--- config.mk ---
export PLATFORM = sky130hd
export DESIGN_NAME = debouncer_bank_flat
export DESIGN_NICKNAME = d
export VERILOG_FILES = /design/src/rtl/debouncer_bank_if.sv /design/src/rtl/debouncer_bank.sv /design/src/flat_wrapper.sv
export SDC_FILE = /design/constraint.sdc
export NUM_CORES = 1
export LEC_CHECK = 0
export ABC_AREA = 1
export CAP_MARGIN = 5
export CORE_MARGIN = 4
export CORE_UTILIZATION = 40
export CTS_BUF_LIST = sky130_fd_sc_hd__clkbuf_16
export DETAILED_ROUTE_END_ITERATION = 6
export DONT_BUFFER_PORTS = 1
export HOLD_SLACK_MARGIN = 0.03
export PLACE_DENSITY_LB_ADDON = 0.3
export SYNTH_ARGS = -nofsm -noshare
export SYNTH_HDL_FRONTEND = slang
export SYNTH_SLANG_ARGS = --single-unit
--- constraint.sdc ---
create_clock -name clock -period 7.1 [get_ports clock]
set_input_delay 1.065 -clock clock [delete_from_list [all_inputs] [get_ports clock]]
set_output_delay 1.065 -clock clock [all_outputs]
set_load 0.05 [all_outputs]
--- src/rtl/debouncer_bank_if.sv ---
// Signal bundle between the raw board pins / delay control and the debounced
// level and edge-event outputs of debouncer_bank.
interface debouncer_bank_if #(
  parameter int CHANNELS = 8,
  parameter int CNT_W    = 20
);
  logic [CHANNELS-1:0] in_raw;
  logic [CNT_W-1:0]    delay;
  logic                enable;
  logic [CHANNELS-1:0] level;
  logic [CHANNELS-1:0] press;
  // 'release' is a reserved word in SystemVerilog, hence the longer name.
  logic [CHANNELS-1:0] release_pulse;

  modport master (
    output in_raw, delay, enable,
    input  level, press, release_pulse
  );

  modport slave (
    input  in_raw, delay, enable,
    output level, press, release_pulse
  );
endinterface

--- src/rtl/debouncer_bank.sv ---
// N-channel key/switch debouncer: 2-FF synchroniser, per-channel stability
// counter against a shared programmable window, held level and 1-cycle edge pulses.
module debouncer_bank #(
  parameter int CHANNELS   = 8,
  parameter int CNT_W      = 20,
  parameter int ACTIVE_LOW = 1
) (
  input  logic            clock,
  input  logic            reset_n,
  debouncer_bank_if.slave bus
);

  localparam logic [CHANNELS-1:0] IDLE_PINS =
    (ACTIVE_LOW != 0) ? {CHANNELS{1'b1}} : {CHANNELS{1'b0}};

  function automatic logic [CNT_W-1:0] thr_of(input logic [CNT_W-1:0] d);
    return (d == '0) ? CNT_W'(1) : d;
  endfunction

  // One extra bit so count+1 cannot wrap before the compare.
  function automatic logic reached(input logic [CNT_W-1:0] cnt,
                                   input logic [CNT_W-1:0] thr);
    return ({1'b0, cnt} + (CNT_W+1)'(1)) >= {1'b0, thr};
  endfunction

  logic [CHANNELS-1:0] sync_p0;
  logic [CHANNELS-1:0] sync_p1;
  logic [CHANNELS-1:0] x_p1;
  logic [CNT_W-1:0]    thr;

  logic [CNT_W-1:0]    cnt_p2  [CHANNELS];
  logic [CNT_W-1:0]    cnt_nxt [CHANNELS];
  logic [CHANNELS-1:0] level_p2;
  logic [CHANNELS-1:0] press_p2;
  logic [CHANNELS-1:0] rls_p2;
  logic [CHANNELS-1:0] level_nxt;
  logic [CHANNELS-1:0] press_nxt;
  logic [CHANNELS-1:0] rls_nxt;

  // Stage p0/p1: metastability synchroniser, free-running even when disabled.
  always_ff @(posedge clock or negedge reset_n) begin
    if (!reset_n) begin
      sync_p0 <= IDLE_PINS;
      sync_p1 <= IDLE_PINS;
    end else begin
      sync_p0 <= bus.in_raw;
      sync_p1 <= sync_p0;
    end
  end

  assign x_p1 = (ACTIVE_LOW != 0) ? ~sync_p1 : sync_p1;
  assign thr  = thr_of(bus.delay);

  always_comb begin
    for (int i = 0; i < CHANNELS; i++) begin
      cnt_nxt[i]   = cnt_p2[i];
      level_nxt[i] = level_p2[i];
      press_nxt[i] = 1'b0;
      rls_nxt[i]   = 1'b0;
      if (bus.enable) begin
        if (x_p1[i] == level_p2[i]) begin
          cnt_nxt[i] = '0;
        end else if (reached(cnt_p2[i], thr)) begin
          cnt_nxt[i]   = '0;
          level_nxt[i] = x_p1[i];
          press_nxt[i] = x_p1[i];
          rls_nxt[i]   = ~x_p1[i];
        end else begin
          cnt_nxt[i] = cnt_p2[i] + CNT_W'(1);
        end
      end
    end
  end

  // Stage p2: per-channel stability counter, held level and edge pulses.
  always_ff @(posedge clock or negedge reset_n) begin
    if (!reset_n) begin
      for (int i = 0; i < CHANNELS; i++) begin
        cnt_p2[i] <= '0;
      end
      level_p2 <= '0;
      press_p2 <= '0;
      rls_p2   <= '0;
    end else begin
      for (int i = 0; i < CHANNELS; i++) begin
        cnt_p2[i] <= cnt_nxt[i];
      end
      level_p2 <= level_nxt;
      press_p2 <= press_nxt;
      rls_p2   <= rls_nxt;
    end
  end

  assign bus.level         = level_p2;
  assign bus.press         = press_p2;
  assign bus.release_pulse = rls_p2;

endmodule

--- src/flat_wrapper.sv ---
// flat-port wrapper written by rule: the top's interface ports become plain ports
module debouncer_bank_flat 
#(
  parameter int CHANNELS   = 8,
  parameter int CNT_W      = 20,
  parameter int ACTIVE_LOW = 1
)
  (clock, reset_n, bus_in_raw, bus_delay, bus_enable, bus_level, bus_press, bus_release_pulse);
  debouncer_bank_if #(.CHANNELS(CHANNELS), .CNT_W(CNT_W)) bus_i ();
  input  logic clock;
  input  logic reset_n;
  input wire logic [$bits(bus_i.in_raw)-1:0] bus_in_raw;
  input wire logic [$bits(bus_i.delay)-1:0] bus_delay;
  input wire logic [$bits(bus_i.enable)-1:0] bus_enable;
  output wire logic [$bits(bus_i.level)-1:0] bus_level;
  output wire logic [$bits(bus_i.press)-1:0] bus_press;
  output wire logic [$bits(bus_i.release_pulse)-1:0] bus_release_pulse;
  assign bus_i.in_raw = bus_in_raw;
  assign bus_i.delay = bus_delay;
  assign bus_i.enable = bus_enable;
  assign bus_level = bus_i.level;
  assign bus_press = bus_i.press;
  assign bus_release_pulse = bus_i.release_pulse;
  debouncer_bank #(.CHANNELS(CHANNELS), .CNT_W(CNT_W), .ACTIVE_LOW(ACTIVE_LOW)) u_core (.clock(clock), .reset_n(reset_n), .bus(bus_i));
endmodule
==> results.md <==
* Setup ws final at 3.32 ns
* Clk buf depth at 2
* Critical path buffer and inverter count at 1
* CTS root buf: clkbuf_16
* Final antenna-violating net count at 0
* Mapped Area at 15800 um2
* Clock latency on the worst-skew pair at 0.47 ns
* Pin count of the biggest net entering global routing at 201
* RSZ-0062 raised after global routing: false
* MaxCap Viol Count at 0
* Crit path max-delay family: compound AO/OA/AOI/OAI gates
* Critical Path, Cell by Cell: inv_1 -> nand4_1 -> nor2_1 -> a41o_1 -> ha_1 -> nand3_1 -> nor2_1 -> nand2_1 -> o21ai_0 -> a21oi_1 -> nand3_2 -> o21ai_2
* Maximum vdd ir drop at 0.000117 V
* Crit path max-delay cell type: a41o_1
* Nets at between 2000 and 2500
* GRT overflow at 0
* # Post-CTS Setup Buffers at 0
* Leakage at 0.00924 uW
* Final wirelength at 41500 um
* Seq cells post-synth at 200
* Setup_tns at 0 ns
* Setup CP Type: primary input to flop
* Via count at 13600
* Final hold viol count at 0
* FP Rows at 72
* Full die area at 42700 um2
* Place WS at 2.85 ns
* Final Hold Slack at 0.299 ns
* Synth-to-layout area growth at 6.89%
* Final HPWL DP at 29300 um
* Crit path largest cell delay at around 0.60 ns
* Crit share post-route at 53.2%
* Worst setup EP type: flop
* CP Launch Type: primary input
* HP Class: primary input to async pin
* Top post-synthesis cells by area: dfrtp_1, nand2_1, ha_1
* Avg WL per Cell at about 16 um
* Vias per inst at roughly 5.2
* Synth cell count leaders: nand2_1, inv_1, dfrtp_1, ha_1, nand3_1
* Slew headroom at 47.4%
* Total GRT Usage at 19.7%
* Clock sink count at 200
* Ports at 55
* FF/Latch Area at 5020 um2
* Setup violations, final at 0
* # hold bufs at CTS at 0
* Max FO, Critical Path at 20
* CP required at 7.47 ns
* Mean Syn Cell Area at 7.44 um2
* Fmax at 0.265 GHz
* Resized cells post-CTS at 0
* Placer Congestion at 0.880
* Total CTS buffers at 17
* PwrDens at 157 nW/um2
* Netlist cell types at 53
* H-tree levels at 4
* Fin. max-slew vios at 0
* Clock Pin Slew Worst Setup and Hold Paths at 0.08 ns
* Setup skew after layout at 0.0135 ns
* Initial antenna violation count at 0
* DR pass1 iterations at 7
* Final Critical Period at 3.78 ns
* Antenna Cells at 0
* Port bufs at 0
* EDFF count, synth at 0
* TritonCTS clock tree: done
* Placed Area at 16300 um2
* Vias in the first global route at around 13000
* Asr flop ratio synth at 100%
* Fill count at approximately 3800
* Initial Util at 40.6%
* Die W at 207 um
* Register area share after synthesis at 31.8%
* Initial DRC Count at 951
* Area of the core at 38800 um2
* DRC Markers at 0
* Final instance area at 16900 um2
* Crit-path most repeated cell: nor2_1
* Finished Layout Cells at 2636
* Layout cells sized above 1 at under 10%
* Outcome: complete, no violations
* Syn Inst Count at 2120
* Worst-margin pin slew at 0.789 ns
* First-pass GRT wire length at between 60000 and 70000 um
* Count leader, synth: nand2_1
* CP arrival at 4.15 ns
* Placed cell count at between 2000 and 3000
* Synth warn at 0
* Synth top area share at 29.2%
* Area occupied by multi-input gates at 9410 um2
* Main synth FF type: dfrtp_1
* Mapped Nets at 2319
* Die Span Y at roughly 210 um
* Largest area contributor in the netlist: dfrtp_1
[worst register-to-register path: stages, from the launching register on]
cell and delay, ns:
dfrtp_1 0.47, ha_1 0.30, nand3_1 0.20, nor3_4 0.31, nand2_1 0.12, xnor2_1 0.24, ha_1 0.31, a21oi_1 0.12
o21ai_0 0.10, a21oi_1 0.15, nand2_1 0.07, nand2_1 0.44, nand3_2 0.30, nand2_1 0.19, nand2_1 0.07, nand2_1 0.07
[metal layers]
layer  vias up  GRT usage, %  part of all wire, %
li1       6859             -                    -
met1      6412          26.1                   46
met2       261          33.5                   48
met3        49          3.11                  4.1
met4         0          5.51                  2.1
met5         -             0                    0
[path summary, 6_finish.rpt]
check	slack [ns]	depth (start not counted)	start	to
min in group clock	0.35	0	u_core.sync_p0[3]	u_core.sync_p1[3]
setup / recovery	3.32	12	bus_delay[14]	u_core.cnt_p2[123]
max in group asynchronous	6.39	0	reset_n	u_core.sync_p1[5]
hold / removal	0.30	0	reset_n	u_core.cnt_p2[120]
hold reg to reg	0.35	0	u_core.sync_p0[3]	u_core.sync_p1[3]
setup reg to reg	3.57	15	u_core.cnt_p2[140]	u_core.bus.level[0]
[area by class of cell]
| type | instances | share of cell area [%] |
|---|---|---|
| clock buffer | 17 | 2.52 |
| clock inverter | 15 | 1.08 |
| inverter | 300 | 6.69 |
| multi-input combinational | 1580 | 55.8 |
| sequential | 200 | 29.8 |
| tap | 518 | 3.84 |
| timing repair buffer | 6 | 0.267 |
[power by group]
part	total [uW]	internal [uW]	leakage (uW)	switching, uW
sequential	1250	1180	0.00271	71.0
clock	1020	506	0.000297	517
combinational	365	123	0.00623	241
total	2640	1810	0.00924	829
[layout by cell type, fill, tap and decap left out, types with 20 or more instances in the layout]
master,netlist,final
ha_1,168,168
o21ai_2,37,37
xnor2_1,20,20
inv_1,280,280
xor2_1,96,96
nand3_1,141,141
nand4_1,82,82
nand2_1,577,577
nor3_1,48,48
nor2_1,139,139
o21ai_0,53,53
nand2_2,20,20
dfrtp_1,184,184
a21oi_1,69,69
[state kept, by name, indices dropped and copies added (netlist names)]
| signal | flops |
|---|---|
| u_core.cnt_p2 | 160 |
| u_core.bus.level | 8 |
| u_core.bus.press | 8 |
| u_core.bus.release_pulse | 8 |
| u_core.sync_p0 | 8 |
| u_core.sync_p1 | 8 |
[per-stage QoR]
stage | total power (uW) | utilization [%]
global placement | 1630 | 41.9
finish | 2640 | 43.4
detailed placement | 1640 | 41.9
global route | 2780 | 43.4
floorplan | 1530 | -
CTS | 2670 | 43.4
[cells by family (layout without fill, tap and decap cells)]
group / after synthesis / count (layout) / synth area share [%]
AND/OR/NAND/NOR: 1082 / 1082 / 31.5
AO/OA/AOI/OAI: 211 / 211 / 8.14
buffers and inverters: 340 / 338 / 8.50
flip-flops: 200 / 200 / 31.8
adder cells (fa/ha/maj): 168 / 168 / 13.3
multiplexers: 1 / 1 / 0.0634
XOR/XNOR: 118 / 118 / 6.65
(Power assumes the default switching activity.)
